### config.mk
export PLATFORM = sky130hd
export DESIGN_NAME = mips_cpu_hilo_div_ctrl_flat
export DESIGN_NICKNAME = d
export VERILOG_FILES = /design/src/rtl/mips_cpu_hilo_div_ctrl_if.sv /design/src/rtl/mips_cpu_hilo_div_ctrl.sv /design/src/flat_wrapper.sv
export SDC_FILE = /design/constraint.sdc
export NUM_CORES = 1
export LEC_CHECK = 0
export CAP_MARGIN = 40
export CORE_ASPECT_RATIO = 1.4
export CORE_MARGIN = 2
export CORE_UTILIZATION = 30
export CTS_CLUSTER_SIZE = 14
export DETAILED_ROUTE_END_ITERATION = 16
export SYNTH_ARGS = -nofsm -noshare
export SYNTH_HDL_FRONTEND = slang
export SYNTH_SLANG_ARGS = --single-unit
### constraint.sdc
create_clock -name clk -period 2.49 [get_ports clk]
set_input_delay 0.498 -clock clk [delete_from_list [all_inputs] [get_ports clk]]
set_output_delay 0.498 -clock clk [all_outputs]
set_load 0.03 [all_outputs]
### src/rtl/mips_cpu_hilo_div_ctrl_if.sv
// Bundle between the execute stage, the HI/LO divide sequencer and the
// unsigned iterative divider. The sequencer takes the slave view; whatever
// drives ops and models the divider takes the master view.
interface mips_cpu_hilo_div_ctrl_if;
  // Execute-stage request
  logic        op_valid;
  logic [1:0]  op_code;
  logic [31:0] op_a;
  logic [31:0] op_b;
  // Status and architectural state
  logic        op_ready;
  logic        busy;
  logic [31:0] hi;
  logic [31:0] lo;
  logic        dbz;
  logic        timeout;
  // Divider side
  logic        div_start;
  logic [31:0] div_dividend;
  logic [31:0] div_divisor;
  logic [31:0] div_quotient;
  logic [31:0] div_remainder;
  logic        div_done;
  logic        div_dbz;

  modport slave (
    input  op_valid, op_code, op_a, op_b,
           div_quotient, div_remainder, div_done, div_dbz,
    output op_ready, busy, hi, lo, dbz, timeout,
           div_start, div_dividend, div_divisor
  );

  modport master (
    output op_valid, op_code, op_a, op_b,
           div_quotient, div_remainder, div_done, div_dbz,
    input  op_ready, busy, hi, lo, dbz, timeout,
           div_start, div_dividend, div_divisor
  );
endinterface

### src/rtl/mips_cpu_hilo_div_ctrl.sv
// HI/LO owner and divide sequencer: executes MTHI/MTLO in one cycle,
// runs DIV/DIVU through an unsigned divider with sign fix-up, and flags
// divide-by-zero and divider timeouts with one-cycle pulses.
module mips_cpu_hilo_div_ctrl #(
  parameter int TIMEOUT_CYCLES = 64,
  parameter int CNT_W          = 7
) (
  input logic                     clk,
  input logic                     reset,
  mips_cpu_hilo_div_ctrl_if.slave bus
);

  typedef enum logic [1:0] {S_IDLE, S_START, S_WAIT, S_FIX} state_t;

  localparam logic [1:0] OP_DIVU = 2'b00;
  localparam logic [1:0] OP_DIV  = 2'b01;
  localparam logic [1:0] OP_MTHI = 2'b10;
  localparam logic [1:0] OP_MTLO = 2'b11;

  state_t            r_state;
  state_t            w_next;
  logic [CNT_W-1:0]  r_cnt;
  logic [31:0]       r_hi, r_lo;
  logic [31:0]       r_dividend, r_divisor;
  logic [31:0]       r_q, r_r;
  logic              r_neg_q, r_neg_r;
  logic              r_dbz, r_timeout;

  logic              w_accept;
  logic              w_is_div;
  logic              w_signed;
  logic              w_b_zero;
  logic              w_cnt_last;
  logic [31:0]       w_abs_a, w_abs_b;

  assign w_accept   = (r_state == S_IDLE) && bus.op_valid;
  assign w_is_div   = (bus.op_code == OP_DIVU) || (bus.op_code == OP_DIV);
  assign w_signed   = (bus.op_code == OP_DIV);
  assign w_b_zero   = (bus.op_b == 32'd0);
  assign w_cnt_last = (r_cnt == CNT_W'(TIMEOUT_CYCLES - 1));
  // |INT_MIN| wraps back to 0x80000000, which is the correct unsigned magnitude.
  assign w_abs_a    = bus.op_a[31] ? -bus.op_a : bus.op_a;
  assign w_abs_b    = bus.op_b[31] ? -bus.op_b : bus.op_b;

  // State register
  always_ff @(posedge clk) begin
    // NOTE: sequential state uses non-blocking assignments so every flop samples pre-edge values.
    if (!reset) r_state <= S_IDLE;
    else        r_state <= w_next;
  end

  // Next-state decode; a divider dbz or a timeout both return straight to IDLE
  always_comb begin
    // NOTE: default assigned first so no path through the case leaves w_next unassigned (no latch).
    w_next = r_state;
    case (r_state)
      S_IDLE:  if (w_accept && w_is_div && !w_b_zero) w_next = S_START;
      S_START: w_next = S_WAIT;
      S_WAIT: begin
        if (bus.div_done)    w_next = bus.div_dbz ? S_IDLE : S_FIX;
        else if (w_cnt_last) w_next = S_IDLE;
      end
      S_FIX:   w_next = S_IDLE;
      default: w_next = S_IDLE;
    endcase
  end

  // Datapath: HI/LO commits, operand latching, WAIT counter and status pulses
  always_ff @(posedge clk) begin
    if (!reset) begin
      r_hi       <= '0;
      r_lo       <= '0;
      r_dividend <= '0;
      r_divisor  <= '0;
      r_q        <= '0;
      r_r        <= '0;
      r_neg_q    <= 1'b0;
      r_neg_r    <= 1'b0;
      r_cnt      <= '0;
      r_dbz      <= 1'b0;
      r_timeout  <= 1'b0;
    end else begin
      r_dbz     <= 1'b0;
      r_timeout <= 1'b0;
      case (r_state)
        S_IDLE: begin
          if (w_accept) begin
            case (bus.op_code)
              OP_MTHI: r_hi <= bus.op_a;
              OP_MTLO: r_lo <= bus.op_a;
              default: begin
                if (w_b_zero) begin
                  r_dbz <= 1'b1;
                end else begin
                  r_dividend <= w_signed ? w_abs_a : bus.op_a;
                  r_divisor  <= w_signed ? w_abs_b : bus.op_b;
                  r_neg_q    <= w_signed && (bus.op_a[31] ^ bus.op_b[31]);
                  r_neg_r    <= w_signed && bus.op_a[31];
                end
              end
            endcase
          end
        end
        S_START: r_cnt <= '0;
        S_WAIT: begin
          r_cnt <= r_cnt + CNT_W'(1);
          if (bus.div_done) begin
            if (bus.div_dbz) begin
              r_dbz <= 1'b1;
            end else begin
              r_q <= bus.div_quotient;
              r_r <= bus.div_remainder;
            end
          end else if (w_cnt_last) begin
            r_timeout <= 1'b1;
          end
        end
        S_FIX: begin
          // Remainder takes the dividend's sign, quotient the xor of both signs.
          r_lo <= r_neg_q ? -r_q : r_q;
          r_hi <= r_neg_r ? -r_r : r_r;
        end
        default: ;
      endcase
    end
  end

  assign bus.op_ready     = (r_state == S_IDLE);
  assign bus.busy         = (r_state != S_IDLE);
  assign bus.hi           = r_hi;
  assign bus.lo           = r_lo;
  assign bus.dbz          = r_dbz;
  assign bus.timeout      = r_timeout;
  assign bus.div_start    = (r_state == S_START);
  assign bus.div_dividend = r_dividend;
  assign bus.div_divisor  = r_divisor;

endmodule

### src/flat_wrapper.sv
// flat-port wrapper written by rule: the top's interface ports become plain ports
module mips_cpu_hilo_div_ctrl_flat 
#(
  parameter int TIMEOUT_CYCLES = 64,
  parameter int CNT_W          = 7
)
  (clk, reset, bus_op_valid, bus_op_code, bus_op_a, bus_op_b, bus_div_quotient, bus_div_remainder, bus_div_done, bus_div_dbz, bus_op_ready, bus_busy, bus_hi, bus_lo, bus_dbz, bus_timeout, bus_div_start, bus_div_dividend, bus_div_divisor);
  mips_cpu_hilo_div_ctrl_if bus_i ();
  input logic clk;
  input logic reset;
  input wire logic [$bits(bus_i.op_valid)-1:0] bus_op_valid;
  input wire logic [$bits(bus_i.op_code)-1:0] bus_op_code;
  input wire logic [$bits(bus_i.op_a)-1:0] bus_op_a;
  input wire logic [$bits(bus_i.op_b)-1:0] bus_op_b;
  input wire logic [$bits(bus_i.div_quotient)-1:0] bus_div_quotient;
  input wire logic [$bits(bus_i.div_remainder)-1:0] bus_div_remainder;
  input wire logic [$bits(bus_i.div_done)-1:0] bus_div_done;
  input wire logic [$bits(bus_i.div_dbz)-1:0] bus_div_dbz;
  output wire logic [$bits(bus_i.op_ready)-1:0] bus_op_ready;
  output wire logic [$bits(bus_i.busy)-1:0] bus_busy;
  output wire logic [$bits(bus_i.hi)-1:0] bus_hi;
  output wire logic [$bits(bus_i.lo)-1:0] bus_lo;
  output wire logic [$bits(bus_i.dbz)-1:0] bus_dbz;
  output wire logic [$bits(bus_i.timeout)-1:0] bus_timeout;
  output wire logic [$bits(bus_i.div_start)-1:0] bus_div_start;
  output wire logic [$bits(bus_i.div_dividend)-1:0] bus_div_dividend;
  output wire logic [$bits(bus_i.div_divisor)-1:0] bus_div_divisor;
  assign bus_i.op_valid = bus_op_valid;
  assign bus_i.op_code = bus_op_code;
  assign bus_i.op_a = bus_op_a;
  assign bus_i.op_b = bus_op_b;
  assign bus_i.div_quotient = bus_div_quotient;
  assign bus_i.div_remainder = bus_div_remainder;
  assign bus_i.div_done = bus_div_done;
  assign bus_i.div_dbz = bus_div_dbz;
  assign bus_op_ready = bus_i.op_ready;
  assign bus_busy = bus_i.busy;
  assign bus_hi = bus_i.hi;
  assign bus_lo = bus_i.lo;
  assign bus_dbz = bus_i.dbz;
  assign bus_timeout = bus_i.timeout;
  assign bus_div_start = bus_i.div_start;
  assign bus_div_dividend = bus_i.div_dividend;
  assign bus_div_divisor = bus_i.div_divisor;
  mips_cpu_hilo_div_ctrl #(.TIMEOUT_CYCLES(TIMEOUT_CYCLES), .CNT_W(CNT_W)) u_core (.clk(clk), .reset(reset), .bus(bus_i));
endmodule
==> Word level (Yosys, flattened, before mapping) <==
Index checks and enable logic that the tools add are counted.
{ "classes": {"n_addsub": 5, "eq_ne": 12, "muxes": 25, "n_bitwise": 6, "n_reduce_logical": 20} }
{ "op_table": {"columns": ["op", "n"], "rows": [
  ["32-bit 2-to-1 mux", 10],
  ["32-bit negator", 4],
  ["32-bit case mux with 2 select lines", 2],
  ["32-bit logical NOT", 1],
  ["7-bit case mux with 2 select lines", 1],
  ["3-bit AND reduction", 3],
  ["2-bit equality test (second input constant)", 4],
  ["2-bit 2-to-1 mux", 4],
  ["2-bit by 1-bit inequality test with 1-bit output (second input constant)", 4],
  ["2-bit case mux with 4 select lines", 1],
  ["7-bit by 1-bit adder with 7-bit output (second input constant)", 1],
  ["7-bit by 6-bit equality test with 1-bit output (second input constant)", 1],
  ["1-bit 2-to-1 mux", 6],
  ["2-bit nonzero test", 3],
  ["1-bit logical AND", 5],
  ["1-bit inverter", 5],
  ["2-bit by 1-bit equality test with 1-bit output (second input constant)", 2],
  ["2-bit logical NOT", 2],
  ["4-bit AND reduction", 1],
  ["3-bit by 2-bit inequality test with 1-bit output (second input constant)", 1],
  ["3-bit OR reduction", 1],
  ["1-bit case mux with 2 select lines", 1],
  ["2-bit AND reduction", 1],
  ["2-bit OR reduction", 1],
  ["3 further kinds", 3]
]} }
{ "word_totals": {"regBits": 205, "in_bits": 135, "output_inout_bits": 133, "elab_cells": 80} }

==> Logic depth before layout (Yosys ltp) <==
{ "depth": {"depth_word": 6, "depth_mapped": 11, "ltp_nobuf": 8} }

==> Worst setup path after synthesis <==
Ideal clock, no wire load.
{ "synth_path": {"path_type": "input -> register", "startpoint": "in bus_op_b[20]", "endpoint": "reg u_core.r_dividend[1], in the netlist u_core.bus.div_dividend[1]", "setup_ps": 91, "arrival_time_ps": 2334, "required_ps": 2399, "slack_ps": 65, "stages": 8, "path_buffers": 3, "path_cell_list": "or4_1 -> nor3_1 -> nand4_1 -> o21a_1 -> buf_2 -> buf_6 -> buf_6 -> a311oi_1"} }
{ "synth_via": {"elab_chain_cells": 3} }
{ "synth_lines": {"columns": ["item", "line_no", "rtl"], "rows": [
  ["start, declared", "flat_wrapper.sv:14", "input wire logic [$bits(bus_i.op_b)-1:0] bus_op_b;"],
  ["32-bit logical NOT", "mips_cpu_hilo_div_ctrl.sv:39", "assign w_b_zero = (bus.op_b == 32'd0);"],
  ["1-bit inverter (no line)", null, null],
  ["4-bit AND reduction (no line)", null, null],
  ["end signal, assigned", "mips_cpu_hilo_div_ctrl.sv:95", "r_dividend <= w_signed ? w_abs_a : bus.op_a;"],
  ["end, declared", "mips_cpu_hilo_div_ctrl.sv:24", "logic [31:0] r_dividend, r_divisor;"]
]} }
No other way between the ends.
A chain may end at the register's enable or synchronous reset.

==> Worst setup path in the final report <==
{ "layout_path": {"startpoint": "reg u_core.r_q[0]", "endpoint": "reg u_core.r_lo[30], in the netlist u_core.bus.lo[30]"} }
{ "layout_via": {"elab_chain_cells": 3} }
{ "layout_lines": {"columns": ["item", "line_no", "rtl"], "rows": [
  ["start, declared", "mips_cpu_hilo_div_ctrl.sv:25", "logic [31:0] r_q, r_r;"],
  ["start signal, assigned", "mips_cpu_hilo_div_ctrl.sv:111", "r_q <= bus.div_quotient;"],
  ["32-bit negator", "mips_cpu_hilo_div_ctrl.sv:120", "r_lo <= r_neg_q ? -r_q : r_q;"],
  ["32-bit 2-to-1 mux", "mips_cpu_hilo_div_ctrl.sv:120", null],
  ["32-bit case mux with 2 select lines", "mips_cpu_hilo_div_ctrl.sv:85", "case (r_state)"],
  ["end signal, assigned", "mips_cpu_hilo_div_ctrl.sv:90", "OP_MTLO: r_lo <= bus.op_a;"],
  ["end signal, assigned", "mips_cpu_hilo_div_ctrl.sv:120", null],
  ["end, declared", "mips_cpu_hilo_div_ctrl.sv:23", "logic [31:0] r_hi, r_lo;"]
]} }
No other way between the ends.

==> results.ini <==
[status]
status = finished, final reports clean

[synth]
ys.warnings.count = 0
yosysUniqueCellTypes = 72
avgSynthCellArea_sq_um = 7.99
synth_area_leaders = dfxtp_1 (39%), a21oi_1 (7.5%), nand2_1 (7.2%)
yosysTopAreaCell = dfxtp_1
mappedNetlistArea_sq_um = 10500
ys_seq_area_frac = 0.390
synth-async-reset-ratio = 0
syn_nets = 1462
synth_edf_count = 0
post_synth_inst_count = 1317
synth_ff_type = dfxtp_1
netlist.area_leader.share = 0.390
ys_ff_latch = 205

[floorplan]
coreArea_sq_um = 34800
row_count = 81
io_pins = 268
dieWidth_microns = 162
fp.dieArea_sq_um = 36600
die_h_microns = 226
initial_utilization = 0.303

[routing]
drt_wl_total_microns = 41400
dr.pass1.iters = 5
viasPerCell = 5.12
drtAntennaViolNets = 0
drtIter0Drc = 740
drc = 0
vias = 11100
wire_per_inst_microns = 19.1

[sta]
period_minus_slack_ps = 2410
setup_viol = 0
setup_slack_ps = 80.6
drv_slew = 0
worstMarginPinSlew_ps = 702
finalCritPeriodShare = 0.968
tns_ps = 0
rsz0062_at_grt = true
finalClockSkew_ps = 14.2
hold_ws_ps = 375
slew_headroom = 0.532
hold_viol_final = 0
fmax_mhz = 415

[layout]
final_util = 0.451
fin_nets = 1843
diodes = 0
synthToLayoutAreaGrowth_pct = 49.1
drive_above_1_share = 0.165
fill_cells = 3437

[clock_tree]
cts_buffers = 23
htree_num_levels = 1
clkSinkCount = 205
cts_buffer_depth = 3
insertion_delay_ps = 530
cts_root_buf = clkbuf_16
cts_tree = yes
ctsHoldBuffers = 0
clk_pin_slew_ps = 70

[critical_path]
crit_chain = inv_1, ha_1, nor4b_2, buf_4, nand4b_1, or4_4, o31ai_1, xor2_1, o221ai_1
cp_top_family = simple AND/OR/NAND/NOR gates
critical-path-slowest-cell = or4_4
cp_data_arrival_time_ps = 2810
path_max_fanout = 3
critPathLaunchType = flip-flop
required_ps = 2890
cp-end-kind = flip-flop
cp_slowest_stage_delay_ps = 580
worst-path-buf-inv = 2
crit_type = reg -> reg

[global_routing]
met3_usage = 0.0334
grt_overflow = 0
grt_max_degree = 78
antenna_found_initial = 0
grt_usage = 0.220
met2_usage = 0.398
grt_pass1_wl_microns = 62300
grt-busiest-layer = met2
grt_use_met1 = 0.260
grt_pass1_vias = 11000

[placed_design]
gp_congestion = 0.882
dp_hpwl_microns = 32400
place_ws_ps = -589
port_buffers = 267

[pwr]
p_sw_frac = 0.370
p_per_area_nw_per_um2 = 807
seq_power_share = 0.325
switchingPower_mw = 4.69
power_mw = 12.7
p_clk_frac = 0.281
leakage_nw = 5.79
p_comb_frac = 0.394
internal_power_mw = 7.98
ir_drop_mv = 0.463

[flow_run]
maxCapViolCount = 0

[min_path]
min_path_type = in -> reg

[worst paths after layout]
kind	endpoint	depth (start not counted)	from	slack, ps
setup / recovery	u_core.bus.lo[30]	9	u_core.r_q[0]	80
hold / removal	u_core.bus.hi[23]	3	reset	370
setup reg to reg	u_core.bus.lo[30]	9	u_core.r_q[0]	80
hold reg to reg	u_core.bus.div_dividend[31]	2	u_core.bus.div_dividend[31]	460
[sequential cells by signal, summed over array words and instances, names as in the netlist, 2 cells and up]
signal / cells
u_core.r_state: 2
u_core.r_cnt: 7
u_core.bus.div_divisor: 32
u_core.bus.div_dividend: 32
u_core.r_q: 32
u_core.bus.hi: 32
u_core.bus.lo: 32
u_core.r_r: 32
[cell usage after synthesis (7+ instances only)]
cell type  instances
mux2i_1            8
nor4_1            11
xor2_1            56
dfxtp_1          205
nor2_1           114
or4_1             15
inv_1             21
o41ai_1            9
ha_1              10
nand2_1          203
o211ai_1          12
nand2b_1           7
xnor2_1           56
clkbuf_1          69
or3_1             15
a21oi_1          157
o21ai_0           68
a31o_2            14
clkbuf_8           7
a211oi_1          52
nand4_1            7
o31ai_1           26
nor3_1            25
nand3_1           23
a31oi_1           20
buf_1              8
[layout by cell type, fill, tap and decap left out, drive strengths merged, types with 53 or more instances in the layout]
cell type	netlist	final
nand2	203	203
a21oi	157	157
nor2	114	114
dfxtp	205	205
buf	18	186
a211oi	53	53
xor2	56	56
clkdlybuf4s50	1	264
o21ai	73	73
xnor2	56	56
[tightest hold or removal path: stages]
cell and delay [ps]:
buf_2 220, nand2_1 100, a31oi_1 40
[layer usage]
metal	vias up	share of wire
met1	5179	0.40
met3	80	0.057
met4	0	0.038
met5	-	0
met2	358	0.50
li1	5483	-
[area by class of cell]
type	count	area (sq um)	area share
multi-input combinational	993	5980	0.381
sequential	205	4100	0.262
tap	456	571	0.0364
clock inverter	8	104	0.00662
timing repair buffer	452	4170	0.265
clock buffer	33	683	0.0435
inverter	23	88.8	0.00566
[cells by family after synthesis]
logic type / count (synthesis) / share of synthesized area
xor gates and xnor gates: 112 / 0.0932
adders and majority gates: 10 / 0.0119
muxes: 8 / 0.00761
and+or+nand+nor: 457 / 0.202
buffers and inverters: 119 / 0.0548
AOI/OAI and AO/OA: 406 / 0.240
DFF: 205 / 0.390
[per-stage QoR]
stage / std cells / cell area [sq um]
after floorplan: 1317 / 10500
after global placement: 2128 / 14800
after detailed placement: 2128 / 14800
after CTS: 2169 / 15600
after global routing: 2170 / 15700
final: 2170 / 15700
[power groups by stage]
stage | registers [mW] | logic [mW] | clock network (mW)
after floorplan | 4.89 | 1.92 | 0
after CTS | 4.12 | 4.93 | 3.63
after detailed placement | 4.18 | 4.92 | 0
final | 4.12 | 4.99 | 3.56
after global placement | 4.18 | 4.88 | 0
after global routing | 4.16 | 5.34 | 3.74
[repair_timing]
action | in CTS | in global routing
setup endpoints to repair | 43 | 76
pin swaps | 0 | 5
resized for setup | 3 | 33
buffers inserted | 0 | 1
endpoints found under the hold margin | 0 | 0
Power figures use the tool's default switching activity.
